$ cat config.mk
export PLATFORM = sky130hd
export DESIGN_NAME = scr1_dbg_chain_ctrl
export DESIGN_NICKNAME = d
export VERILOG_FILES = /design/src/rtl/scr1_dbg_chain_ctrl.sv
export SDC_FILE = /design/constraint.sdc
export NUM_CORES = 1
export LEC_CHECK = 0
export ABC_AREA = 0
export CAP_MARGIN = 0
export CORE_MARGIN = 4
export CORE_UTILIZATION = 55
export CTS_BUF_LIST = sky130_fd_sc_hd__clkbuf_2
export DETAILED_ROUTE_END_ITERATION = 6
export GPL_TIMING_DRIVEN = 1
export PLACE_DENSITY = 0.93
export REMOVE_ABC_BUFFERS = 1
export SYNTH_ARGS = -nofsm -noshare
export SYNTH_HDL_FRONTEND = slang
export SYNTH_SLANG_ARGS = --single-unit
$ cat constraint.sdc
create_clock -name clk -period 3.3 [get_ports clk]
set_input_delay 0.33 -clock clk [delete_from_list [all_inputs] [get_ports clk]]
set_output_delay 0.33 -clock clk [all_outputs]
set_load 0.01 [all_outputs]
$ cat src/rtl/scr1_dbg_chain_ctrl.sv
// DMI/DTMCS scan-chain controller: a single shift register feeds either the
// DTMCS status word or a DMI request, and a two-state FSM tracks the DM handshake.
module scr1_dbg_chain_ctrl #(
  parameter int ABITS    = 7,
  parameter int CH_ID_W  = 2,
  parameter int ID_DTMCS = 1,
  parameter int ID_DMI   = 2
) (
  input  logic               clk,
  input  logic               rst_n,
  input  logic               ch_sel_i,
  input  logic [CH_ID_W-1:0] ch_id_i,
  input  logic               ch_capture_i,
  input  logic               ch_shift_i,
  input  logic               ch_update_i,
  input  logic               ch_tdi_i,
  output logic               ch_tdo_o,
  output logic               dmi_req_o,
  output logic               dmi_wr_o,
  output logic [ABITS-1:0]   dmi_addr_o,
  output logic [31:0]        dmi_wdata_o,
  input  logic               dmi_resp_i,
  input  logic [31:0]        dmi_rdata_i
);

  localparam int W = ABITS + 34;
  localparam logic [CH_ID_W-1:0] IdDtmcs = CH_ID_W'(ID_DTMCS);
  localparam logic [CH_ID_W-1:0] IdDmi   = CH_ID_W'(ID_DMI);

  typedef enum logic {IDLE, REQ} state_e;

  state_e           state_q;
  logic [W-1:0]     sr_q, sr_d;
  logic [ABITS-1:0] addr_q;
  logic [31:0]      rdata_q;
  logic [31:0]      wdata_q;
  logic             wr_q;
  logic             sticky_q;

  logic             is_dmi, is_dtmcs;
  logic [1:0]       stat;
  logic [1:0]       sr_op;
  logic [31:0]      sr_data;
  logic [ABITS-1:0] sr_addr;
  logic [31:0]      dtmcs;

  assign is_dmi   = (ch_id_i == IdDmi);
  assign is_dtmcs = (ch_id_i == IdDtmcs);
  assign stat     = (sticky_q || state_q == REQ) ? 2'b11 : 2'b00;
  assign sr_op    = sr_q[1:0];
  assign sr_data  = sr_q[33:2];
  assign sr_addr  = sr_q[W-1:34];
  assign dtmcs    = {17'd0, 3'd1, stat, 6'(ABITS), 4'd1};

  // Update outranks capture, which outranks shift; update never touches SR.
  always_comb begin
    sr_d = sr_q;
    if (ch_sel_i && !ch_update_i) begin
      if (ch_capture_i) begin
        if (is_dmi)        sr_d = {addr_q, rdata_q, stat};
        else if (is_dtmcs) sr_d = {{(W-32){1'b0}}, dtmcs};
        else               sr_d = '0;
      end else if (ch_shift_i) begin
        sr_d = {ch_tdi_i, sr_q[W-1:1]};
      end
    end
  end

  always_ff @(posedge clk or negedge rst_n) begin
    if (!rst_n) begin
      state_q  <= IDLE;
      sr_q     <= '0;
      addr_q   <= '0;
      rdata_q  <= '0;
      wdata_q  <= '0;
      wr_q     <= 1'b0;
      sticky_q <= 1'b0;
    end else begin
      sr_q <= sr_d;
      if (state_q == REQ && dmi_resp_i) begin
        state_q <= IDLE;
        if (!wr_q) rdata_q <= dmi_rdata_i;
      end
      if (ch_sel_i && ch_capture_i && !ch_update_i && is_dmi && state_q == REQ)
        sticky_q <= 1'b1;
      // A hardreset written later in this block wins over a same-cycle response.
      if (ch_sel_i && ch_update_i) begin
        if (is_dtmcs) begin
          if (sr_q[16] || sr_q[17]) sticky_q <= 1'b0;
          if (sr_q[17])             state_q  <= IDLE;
        end else if (is_dmi) begin
          if (state_q == REQ) begin
            sticky_q <= 1'b1;
          end else if (!sticky_q && (sr_op == 2'd1 || sr_op == 2'd2)) begin
            addr_q  <= sr_addr;
            wdata_q <= sr_data;
            wr_q    <= (sr_op == 2'd2);
            state_q <= REQ;
          end
        end
      end
    end
  end

  assign ch_tdo_o    = ch_sel_i & sr_q[0];
  assign dmi_req_o   = (state_q == REQ);
  assign dmi_wr_o    = wr_q;
  assign dmi_addr_o  = addr_q;
  assign dmi_wdata_o = wdata_q;

endmodule

==> results.ini <==
[clock_network]
clk_pin_slew_ps = 160
cts_root_buf = sky130_fd_sc_hd__clkbuf_2
cts.path.max_buffers = 2
cts_made_buffers = 17
clock_latency_of_the_later_clocked_register_in_the_worst_skew_pair_ps = 640
htree_levels = 4
clkSinkCount = 115
cts_tree = built
setup_bufs_post_cts = 0

[floorplan]
floorplan.rows = 34
coreArea_um2 = 8810
floorplan.initialDensity_pct = 57.1
die_w_um = 104
die_area_um2 = 10700
die_h_um = 104
io_pins = 84

[synth]
synth.yosys.seq_area_share_pct = 57.3
synth.ff_latch_count = 115
portion_of_synthesized_cell_area_occupied_by_the_leading_cell_type_pct = 57.3
synthMostInstantiatedCell = sky130_fd_sc_hd__dfrtp_1
dominantRegCellSynth = sky130_fd_sc_hd__dfrtp_1
synth_enable_flop_cells = 0
netlist_instances = 330
synth.yosys.warnings = 0
synth.largest_area_cell = sky130_fd_sc_hd__dfrtp_1
asyncSetResetFlopFracSynth_pct = 100
synthTopCellsByCount = sky130_fd_sc_hd__dfrtp_1, sky130_fd_sc_hd__mux2_2, sky130_fd_sc_hd__mux2_4, sky130_fd_sc_hd__a22o_1
synthTopCellsByArea = sky130_fd_sc_hd__dfrtp_1, sky130_fd_sc_hd__mux2_2, sky130_fd_sc_hd__mux2_4
post_synth_instance_area_um2 = 5030
netlist-cell-type-count = 29
synth_area_per_cell_um2 = 15.2

[placement]
gp_congestion = 0.784
hpwlAfterDp_um = 6700
io_buffers = 83
post-place-cells = 505

[global_routing]
grt_start_max_net_pins = 60
grt_remaining_overflow = 0
number_of_antenna_violations_at_the_first_check_in_global_routing = 0
global_route_wire_length_before_repair_um = 16900
grtUsageTotal_pct = 19.8
first_global_vias = 3329

[sta]
tightestPinTransition_ps = 805
final.hold.worst_slack_ps = 277
number_of_hold_slack_violations_in_the_final_timing_report = 0
final.setup_skew_ps = 25.5
finalCritPeriodShare_pct = 66.3
report.final.setup_viol = 0
grt_setup_unrepaired = false
maxSlewViolCount = 0
setup-tns-final_ps = 0
final.min_clock_period_ps = 2190
clock.fmax_ghz = 0.457
max_slew_margin_pct = 46.3

[power]
static-leakage-power_nw = 2.99
total_power_density_per_cell_area_nw_per_um2 = 583
ir_worst_vdd_mv = 0.337

[final_layout]
post_layout_nonfiller_instances = 537
area_growth_syn_to_layout_pct = 21.6
ff_latch_area_um2 = 2880
count_of_antenna_diodes_in_the_layout = 0
finalNetCount = 460
multi_input_comb_area_um2 = 1970
drive_above_1_share_pct = 35.2
fill_cells = 627

[min_path]
hold_path_class = input port to async pin

[routing]
routed_wl_um = 10100
route.antenna.remaining_nets = 0
drt-vias-per-instance = 5.66
dr.first_iter.drc_count = 103
avgRoutedWirePerCell_um = 18.9
drt-pass1-iter-count = 4
via_count = 3041
post_detailed_route_drc_marker_count = 0

[outcome]
outcome = finished clean

[critical_path]
worstPathCellList = inv_1 -> ha_1 -> or4_4 -> mux2_4
cp_slowest_stage_delay_ps = 880
setup.worst_path.class = register to register
r2r_slack_ps = 1110
required_ps = 3830
setup.worst_path.start_class = register
cp-end-kind = register
critical_path_arrival_ps = 2720
worst_path_max_delay_cell = sky130_fd_sc_hd__or4_4
crit_fanout = 41

[job]
drv_cap = 0

per-stage QoR:
stage / area (µm²) / setup WS, ps / total power, mW / util [%]
after global placement: 5890 / 845 / 2.69 / 66.9
after CTS: 6110 / 1120 / 3.60 / 69.4
after global routing: 6110 / 1050 / 3.77 / 69.4
after floorplan: 4860 / 1320 / 2.38 / -
after detailed placement: 5890 / 780 / 2.75 / 66.9
final: 6110 / 1110 / 3.57 / 69.4
placed cells by master (no fill, tap or decap), types with 2 or more instances in the layout:
cell,count
sky130_fd_sc_hd__dfrtp_1,115
sky130_fd_sc_hd__clkdlybuf4s50_1,82
sky130_fd_sc_hd__mux2_2,69
sky130_fd_sc_hd__mux2_4,39
sky130_fd_sc_hd__a22o_1,37
sky130_fd_sc_hd__clkbuf_2,20
sky130_fd_sc_hd__nor2_1,12
sky130_fd_sc_hd__buf_4,7
sky130_fd_sc_hd__nand3b_1,5
sky130_fd_sc_hd__a31oi_1,4
sky130_fd_sc_hd__inv_1,3
sky130_fd_sc_hd__clkinv_1,3
sky130_fd_sc_hd__nor3_1,3
sky130_fd_sc_hd__clkinvlp_4,3
sky130_fd_sc_hd__clkinv_2,3
sky130_fd_sc_hd__o211ai_1,2
sky130_fd_sc_hd__or2_2,2
sky130_fd_sc_hd__nand2b_1,2
sky130_fd_sc_hd__mux2_1,2
sky130_fd_sc_hd__o221ai_1,2
sky130_fd_sc_hd__bufinv_16,2
logic make-up after synthesis:
logic type,synth area share (%)
flip-flops,57.3
multiplexers,27.6
AO/OA/AOI/OAI,7.94
AND/OR/NAND/NOR,3.41
buffers and inverters,3.58
adder cells (fa/ha/maj),0.249
layout make-up:
type	count	area share [%]
Inverter	4	0.246
Tap cell	108	2.21
Multi-Input combinational cell	188	32.2
Clock inverter	11	1.86
Timing Repair Buffer	91	14.8
Sequential cell	115	47.1
Clock buffer	20	1.64
sequential cells by signal (all words and copies together) (netlist names):
name	count
sr_q	41
dmi_wdata_o	32
rdata_q	32
dmi_addr_o	7
dmi_req_o	1
dmi_wr_o	1
sticky_q	1
critical path, delay by kind of cell (launching register included):
kind          cells  cell delay, ps
simple gates      1             880
mux               1             420
flops             1             410
fa+ha+maj         1             290
buf+inv           1              60
report_power, final:
part           internal (mW)  total (mW)  switching [mW]  leakage, nW
sequential              1.73        1.94           0.210         1.54
combinational          0.510       0.768           0.258         1.32
clock                  0.343       0.854           0.511        0.131
routing by layer:
layer	vias up	GRT usage (%)	wire length (µm)
li1	1380	-	-
met1	1548	26.0	4530
met2	96	31.1	4920
met3	17	6.65	545
met4	0	7.12	148
met5	-	0	0
what timing repair did:
action	4_1_cts	5_1_grt
hold buffers	1	0
hold endpoints to repair	57	0
resized for setup	0	0
endpoints found under the setup margin	0	0
worst paths after layout:
path / to / startpoint / cells after the start
worst min register to register: rdata_q[12]$_DFFE_PN0P_ / rdata_q[12]$_DFFE_PN0P_ / 1
worst max-delay path: dmi_wdata_o[23]$_DFFE_PN0P_ / sr_q[0]$_DFFE_PN0P_ / 4
worst max register to register: dmi_wdata_o[23]$_DFFE_PN0P_ / sr_q[0]$_DFFE_PN0P_ / 4
min in group clk: rdata_q[30]$_DFFE_PN0P_ / dmi_rdata_i[30] / 2
worst min-delay path: rdata_q[25]$_DFFE_PN0P_ / rst_n / 2
max in group asynchronous: sr_q[11]$_DFFE_PN0P_ / rst_n / 3
No activity file was read; power rests on OpenSTA's default activity.
